**config.mk**
```make
export PLATFORM = sky130hd
export DESIGN_NAME = alarm_sequencer
export DESIGN_NICKNAME = d
export VERILOG_FILES = /design/src/rtl/alarm_sequencer_pkg.sv /design/src/rtl/alarm_sequencer.sv
export SDC_FILE = /design/constraint.sdc
export NUM_CORES = 1
export LEC_CHECK = 0
export ABC_AREA = 1
export CAP_MARGIN = 10
export CORE_ASPECT_RATIO = 0.7
export CORE_MARGIN = 3
export CORE_UTILIZATION = 50
export CTS_CLUSTER_DIAMETER = 40
export DETAILED_ROUTE_END_ITERATION = 12
export GPL_TIMING_DRIVEN = 0
export PLACE_DENSITY_LB_ADDON = 0.05
export SLEW_MARGIN = 0
export SYNTH_ARGS = -nofsm -noshare
export SYNTH_HDL_FRONTEND = slang
export SYNTH_SLANG_ARGS = --single-unit
```
**constraint.sdc**
```tcl
create_clock -name clk_1s -period 3.5 [get_ports clk_1s]
set_input_delay 0.7 -clock clk_1s [delete_from_list [all_inputs] [get_ports clk_1s]]
set_output_delay 0.7 -clock clk_1s [all_outputs]
set_load 0.03 [all_outputs]
```
**src/rtl/alarm_sequencer_pkg.sv**
```systemverilog
// Shared definitions for the alarm sequencer: state encoding and default timings.
package alarm_sequencer_pkg;

    typedef enum logic [1:0] {
        ST_IDLE   = 2'd0,
        ST_RING   = 2'd1,
        ST_SNOOZE = 2'd2,
        ST_DONE   = 2'd3
    } state_t;

    localparam int RING_SECS_DEF   = 60;
    localparam int SNOOZE_SECS_DEF = 300;
    localparam int MAX_SNOOZE_DEF  = 3;

endpackage

```
**src/rtl/alarm_sequencer.sv**
```systemverilog
// Buzzer/snooze sequencer sitting beside the alarm clock; runs on the 1 s tick.
//   state     | meaning
//   ST_IDLE   | waiting for a rising edge on alarm_in
//   ST_RING   | buzzer pulsing 1 s on / 1 s off, ring timer counting
//   ST_SNOOZE | silent, snooze timer counting down
//   ST_DONE   | stop_al held high until the alarm clock drops alarm_in
module alarm_sequencer
    import alarm_sequencer_pkg::*;
#(
    parameter int RING_SECS   = RING_SECS_DEF,
    parameter int SNOOZE_SECS = SNOOZE_SECS_DEF,
    parameter int MAX_SNOOZE  = MAX_SNOOZE_DEF
) (
    input  logic       clk_1s,
    input  logic       reset,
    input  logic       alarm_in,
    input  logic       snooze_btn,
    input  logic       stop_btn,
    output logic       buzzer,
    output logic       stop_al,
    output logic       snoozing,
    output logic [1:0] snooze_left,
    output logic [1:0] state
);

    localparam logic [5:0] RING_LAST   = 6'(RING_SECS - 1);
    localparam logic [8:0] SNOOZE_LOAD = 9'(SNOOZE_SECS - 1);
    localparam logic [1:0] SNOOZE_MAX  = 2'(MAX_SNOOZE);

    state_t     state_q;
    logic       alarm_dly_q;
    logic       buzzer_q;
    logic       stop_al_q;
    logic       snoozing_q;
    logic [1:0] snooze_left_q;
    logic [5:0] ring_cnt_q;
    logic [8:0] snooze_cnt_q;
    logic       trigger;

    assign trigger = alarm_in & ~alarm_dly_q;

    always_ff @(posedge clk_1s or posedge reset) begin
        if (reset) begin
            state_q       <= ST_IDLE;
            alarm_dly_q   <= 1'b0;
            buzzer_q      <= 1'b0;
            stop_al_q     <= 1'b0;
            snoozing_q    <= 1'b0;
            snooze_left_q <= SNOOZE_MAX;
            ring_cnt_q    <= '0;
            snooze_cnt_q  <= '0;
        end else begin
            alarm_dly_q <= alarm_in;
            case (state_q)
                ST_IDLE: begin
                    if (trigger) begin
                        state_q       <= ST_RING;
                        ring_cnt_q    <= '0;
                        buzzer_q      <= 1'b1;
                        snooze_left_q <= SNOOZE_MAX;
                    end else begin
                        buzzer_q <= 1'b0;
                    end
                end
                ST_RING: begin
                    // stop beats snooze beats timeout; an exhausted snooze just keeps ringing
                    if (stop_btn) begin
                        state_q   <= ST_DONE;
                        buzzer_q  <= 1'b0;
                        stop_al_q <= 1'b1;
                    end else if (snooze_btn && snooze_left_q != 2'd0) begin
                        state_q       <= ST_SNOOZE;
                        snooze_cnt_q  <= SNOOZE_LOAD;
                        snooze_left_q <= snooze_left_q - 2'd1;
                        buzzer_q      <= 1'b0;
                        snoozing_q    <= 1'b1;
                    end else if (ring_cnt_q == RING_LAST) begin
                        state_q   <= ST_DONE;
                        buzzer_q  <= 1'b0;
                        stop_al_q <= 1'b1;
                    end else begin
                        ring_cnt_q <= ring_cnt_q + 6'd1;
                        buzzer_q   <= ~buzzer_q;
                    end
                end
                ST_SNOOZE: begin
                    if (stop_btn) begin
                        state_q    <= ST_DONE;
                        snoozing_q <= 1'b0;
                        stop_al_q  <= 1'b1;
                        buzzer_q   <= 1'b0;
                    end else if (snooze_cnt_q == 9'd0) begin
                        state_q    <= ST_RING;
                        ring_cnt_q <= '0;
                        buzzer_q   <= 1'b1;
                        snoozing_q <= 1'b0;
                    end else begin
                        snooze_cnt_q <= snooze_cnt_q - 9'd1;
                        buzzer_q     <= 1'b0;
                    end
                end
                ST_DONE: begin
                    buzzer_q <= 1'b0;
                    if (!alarm_in) begin
                        state_q   <= ST_IDLE;
                        stop_al_q <= 1'b0;
                    end
                end
                default: state_q <= ST_IDLE;
            endcase
        end
    end

    assign buzzer      = buzzer_q;
    assign stop_al     = stop_al_q;
    assign snoozing    = snoozing_q;
    assign snooze_left = snooze_left_q;
    assign state       = state_q;

endmodule

```
## Yosys cells after proc, flatten, opt, wreduce, memory -nomap -nowiden

Cells that the tools add are included.

- Bits in registers: 23
- Input bits: 5
- Word-level logic and storage cells: 88

- Add/sub/neg operators: 3
- Equal/unequal tests: 18
- Muxes and demuxes: 42
- Bitwise logic cells: 3
- Reductions and logical operators: 14

Operators with widths:

| kind | number |
|---|---|
| $mux W6 | 6 |
| $mux W9 | 4 |
| $mux W2 | 10 |
| $ne A2 B2 Y1 const B | 10 |
| $pmux W6 S3 | 1 |
| $pmux W9 S2 | 1 |
| $mux W1 | 15 |
| $reduce_and A4 Y1 | 3 |
| $reduce_and A5 Y1 | 2 |
| $logic_not A9 Y1 | 1 |
| $ne A3 B3 Y1 const B | 3 |
| $sub A9 B1 Y9 const B | 1 |
| $pmux W2 S4 | 1 |
| $reduce_and A7 Y1 | 1 |
| $add A6 B1 Y6 const B | 1 |
| $eq A6 B6 Y1 const B | 1 |
| $reduce_bool A2 Y1 | 3 |
| $reduce_bool A3 Y1 | 2 |
| $eq A2 B2 Y1 const B | 2 |
| $ne A4 B4 Y1 const B | 1 |
| $pmux W1 S4 | 1 |
| $pmux W2 S2 | 1 |
| $pmux W1 S3 | 1 |
| $eq A2 B1 Y1 const B | 1 |
| 6 further kinds | 7 |

## Logic depth before layout (Yosys ltp)

- Word-level depth: 5
- Gate-level depth with buffers: 11
- Depth with buffers taken out: 11

## Least setup slack after synthesis

OpenSTA, ideal clock, no wires.

- Path type: flip-flop to flip-flop
- Start: register snooze_left_q[0] (netlist: snooze_left[0])
- End: register snooze_cnt_q[1]
- Arrival time: 1611 ps
- Path slack: 1815 ps
- Stages on the path, launching flop included: 11
- Buffers on the path: 1
- Period minus slack after synthesis: 1685 ps
- Path through: dfstp_2 > inv_1 > ha_1 > inv_2 > nand2_1 > nor2_1 > nand2_2 > nand2_4 > buf_6 > nand2_2 > o21ai_2

- Word-level cells in the longest chain between the ends: 4

RTL lines:

| what | line | source |
|---|---|---|
| start, declared | alarm_sequencer.sv:35 | `logic [1:0] snooze_left_q;` |
| start signal, assigned | alarm_sequencer.sv:74 | `snooze_left_q <= snooze_left_q - 2'd1;` |
| $reduce_bool A2 Y1 | alarm_sequencer.sv:71 | `end else if (snooze_btn && snooze_left_q != 2'd0) begin` |
| $logic_and A1 B1 Y1 | alarm_sequencer.sv:71 |  |
| $ne A2 B2 Y1 (no source line) | -- |  |
| $reduce_and A5 Y1 (no source line) | -- |  |
| end signal, assigned | alarm_sequencer.sv:98 | `snooze_cnt_q <= snooze_cnt_q - 9'd1;` |
| end, declared | alarm_sequencer.sv:37 | `logic [8:0] snooze_cnt_q;` |

No other way between the ends.
A chain may end at the register's enable or synchronous reset.

## Final worst setup path

- Start: register snooze_left_q[0] (netlist: snooze_left[0])
- End: output port snooze_left[0]

RTL lines:

| what | line | source |
|---|---|---|
| end, declared | alarm_sequencer.sv:22 | `output logic [1:0] snooze_left,` |

No word-level cell between the ends.

==> flow_summary.yaml <==
outcome:
  status: "finished, final reports clean"
route:
  wl_met1_mm: 1.670
  drt_iter0_drc: 87
  drt-total-wl_mm: 3.112
  postRouteAntennaNets: 0
  wl_per_cell_um: 12.25
  dr_wl_met2_mm: 1.287
  via_count: 1309
  vias_per_cell: 5.154
  drt_first_pass_iters: 4
  drc: 0
  highest_layer: "met4"
  dr_wl_met3_um: 139
power_and_ir_drop:
  p_per_area_nw_per_um2: 801.0
  p_leak_nw: 0.8379
  vdd_drop_max_uv: 346.1
  total_power_mw: 1.377
layout:
  areaGrowthSynthToFinish_pct: 12.44
  layout-drive-gt1-share_pct: 19.27
  final_cells: 254
  final_core_util_pct: 60.05
  design_area_um2: 1719
  nets: 227
  num-fill-cells: 251
  antenna_cells: 0
cts:
  path_clk_slew_ps: 90
  cts_hold_buffers: 0
  post-cts-setup-buffers: 0
  clock_path_buffers: 2
  cts_tree: "yes"
  cts-htree-levels: 1
  cts_resized: 0
  cts_buffers: 3
  clk_latency_ps: 270
  clkSinkCount: 23
  clock-root-buffer: "clkbuf_8"
synthesis:
  yosys_warnings: 0
  synth_area_leaders: "dfrtp_1, nand2_1, nand3_1"
  synth.most_common_cell: "nand2_1"
  syn-cell-area_um2: 1529
  synthCells: 204
  ys.flop_type: "dfrtp_1"
  synth-seq-area-share_pct: 37.81
  synth_edf_count: 0
  ys_types: 35
  synth_nets: 212
  avgSynthCellArea_um2: 7.495
  synth_common_cells: "nand2_1, nor2_1, dfrtp_1, nand3_1, inv_1"
  synth.top_cell.area_share_pct: 34.37
  ys_ff_latch: 23
  async_flop_share_pct: 100.0
  synth.largest_area_cell: "dfrtp_1"
floorplan:
  core_um2: 2863
  rows: 16
  io_pins: 12
  initial_core_util_pct: 53.41
  die_y_um: 52.27
  design.die.area_um2: 3768
  die_x_um: 72.10
critical_path:
  worst-path-stages: 1
  rrSetupSlack_ps: 1710
  start_kind: "flip-flop"
  crit_start: "snooze_left[0]$_DFFE_PP1P_"
  worstPathCellList: "clkdlybuf4s50_1"
  cp-endpoint: "snooze_left[0]"
  path_class: "flip-flop to output pin"
  cpPeakStageDelay_ps: 670
  timing.rr.start: "snooze_left[0]$_DFFE_PP1P_"
  required_ps: 2800
  crit_path_max_fanout: 2
  arrival_ps: 1480
  cp-end-kind: "output pin"
  r2r_cells: 10
  cp_slowest_cell: "clkdlybuf4s50_1"
  path_buf_inv: 1
  r2r-end: "snooze_cnt_q[1]$_DFFE_PP0P_"
  critPathTopFamily: "buffers and inverters"
sta:
  final_max_slew_viol_count: 0
  hold_slack_ps: 480.4
  tns_ps: 0
  setup_viol: 0
  period_share_pct: 62.21
  final.setup.worst_slack_ps: 1323
  rsz0062_at_grt: "false"
  final.setup_skew_ps: 9.310
  fmax_mhz: 459.2
  slew-limit-headroom_pct: 41.54
  worst_slew_pin_slew_ps: 875.9
  fin_crit_ps: 2177
  hold_violations: 0
worst_hold_path:
  hp-class: "flip-flop to flip-flop"
global_route:
  grt.total_usage_pct: 18.78
  grt_max_degree: 24
  grt_pass1_vias: 1194
  gr-total-overflow: 0
  grt_pass1_wl_mm: 5.388
  antenna_found_initial: 0
placement:
  place_area_um2: 1674
  numPortBuffers: 10
  dp_hpwl_mm: 2.350
  gp_congestion: 0.8240
  place_ws_ps: 1357
  place_inst: 250
job:
  max-cap-violations: 0
flip-flops by register name, indices dropped and copies added, names as in the netlist:
signal / flops
buzzer: 1
snoozing: 1
ring_cnt_q: 6
snooze_cnt_q: 9
stop_al: 1
snooze_left: 2
state: 2
alarm_dly_q: 1
logic make-up (layout without fill, tap and decap cells):
kind of cell / Yosys count / in the layout / synth area share (%)
and+or+nand+nor: 119 / 119 / 38.38
DFF: 23 / 23 / 37.81
buffers and inverters: 32 / 46 / 9.410
xor gates and xnor gates: 3 / 3 / 1.719
AOI/OAI and AO/OA: 24 / 24 / 10.23
adders and majority gates: 3 / 3 / 2.455
worst min path at each step:
stage	from	endpoint	slack (ps)	depth (start not counted)
2_1_floorplan	ring_cnt_q[1]$_DFFE_PP0P_	ring_cnt_q[1]$_DFFE_PP0P_	470	2
3_3_place_gp	stop_al$_DFFE_PP0P_	stop_al$_DFFE_PP0P_	460	2
3_5_place_dp	stop_al$_DFFE_PP0P_	stop_al$_DFFE_PP0P_	470	2
4_1_cts	stop_al$_DFFE_PP0P_	stop_al$_DFFE_PP0P_	490	2
5_1_grt	buzzer$_DFF_PP0_	buzzer$_DFF_PP0_	520	1
6_report	stop_al$_DFFE_PP0P_	stop_al$_DFFE_PP0P_	480	2
per-layer routing:
| metal | global-route usage, % | up-vias |
|---|---|---|
| li1 | - | 683 |
| met1 | 27.43 | 597 |
| met2 | 27.04 | 27 |
| met3 | 4.981 | 2 |
| met4 | 5.313 | 0 |
| met5 | 0 | - |
power breakdown:
group / switching [mW] / internal [mW] / total (mW)
Sequential: 0.0678 / 0.354 / 0.422
Clock: 0.0863 / 0.0814 / 0.168
Combinational: 0.501 / 0.287 / 0.787
Total: 0.655 / 0.722 / 1.38
layout by cell type, fill, tap and decap left out, types with 2 or more instances in the layout:
master and instances:
nand3_1 21, nand2_4 4, nor2_4 4, dfstp_2 2
nor2_2 2, inv_1 18, clkbuf_8 3, nand2_1 49
nand4_1 2, nand2_2 5, xnor2_1 2, nor2_1 26
ha_1 3, o211ai_1 2, clkdlybuf4s50_1 10, o21ai_0 5
dfrtp_1 21, inv_2 8, buf_6 2, a21oi_1 5
o21ai_2 6, o21ai_1 2
final cells by class:
cell class	count	area [um^2]	share of cell area [%]
tap	36	45.04	2.620
inverter	28	108.9	6.332
buffer	4	35.03	2.038
multi-input combinational	149	807.0	46.94
sequential	23	578.1	33.62
timing repair buffer	10	100.1	5.822
clock buffer	4	45.04	2.620
No activity file was read; power rests on OpenSTA's default activity.
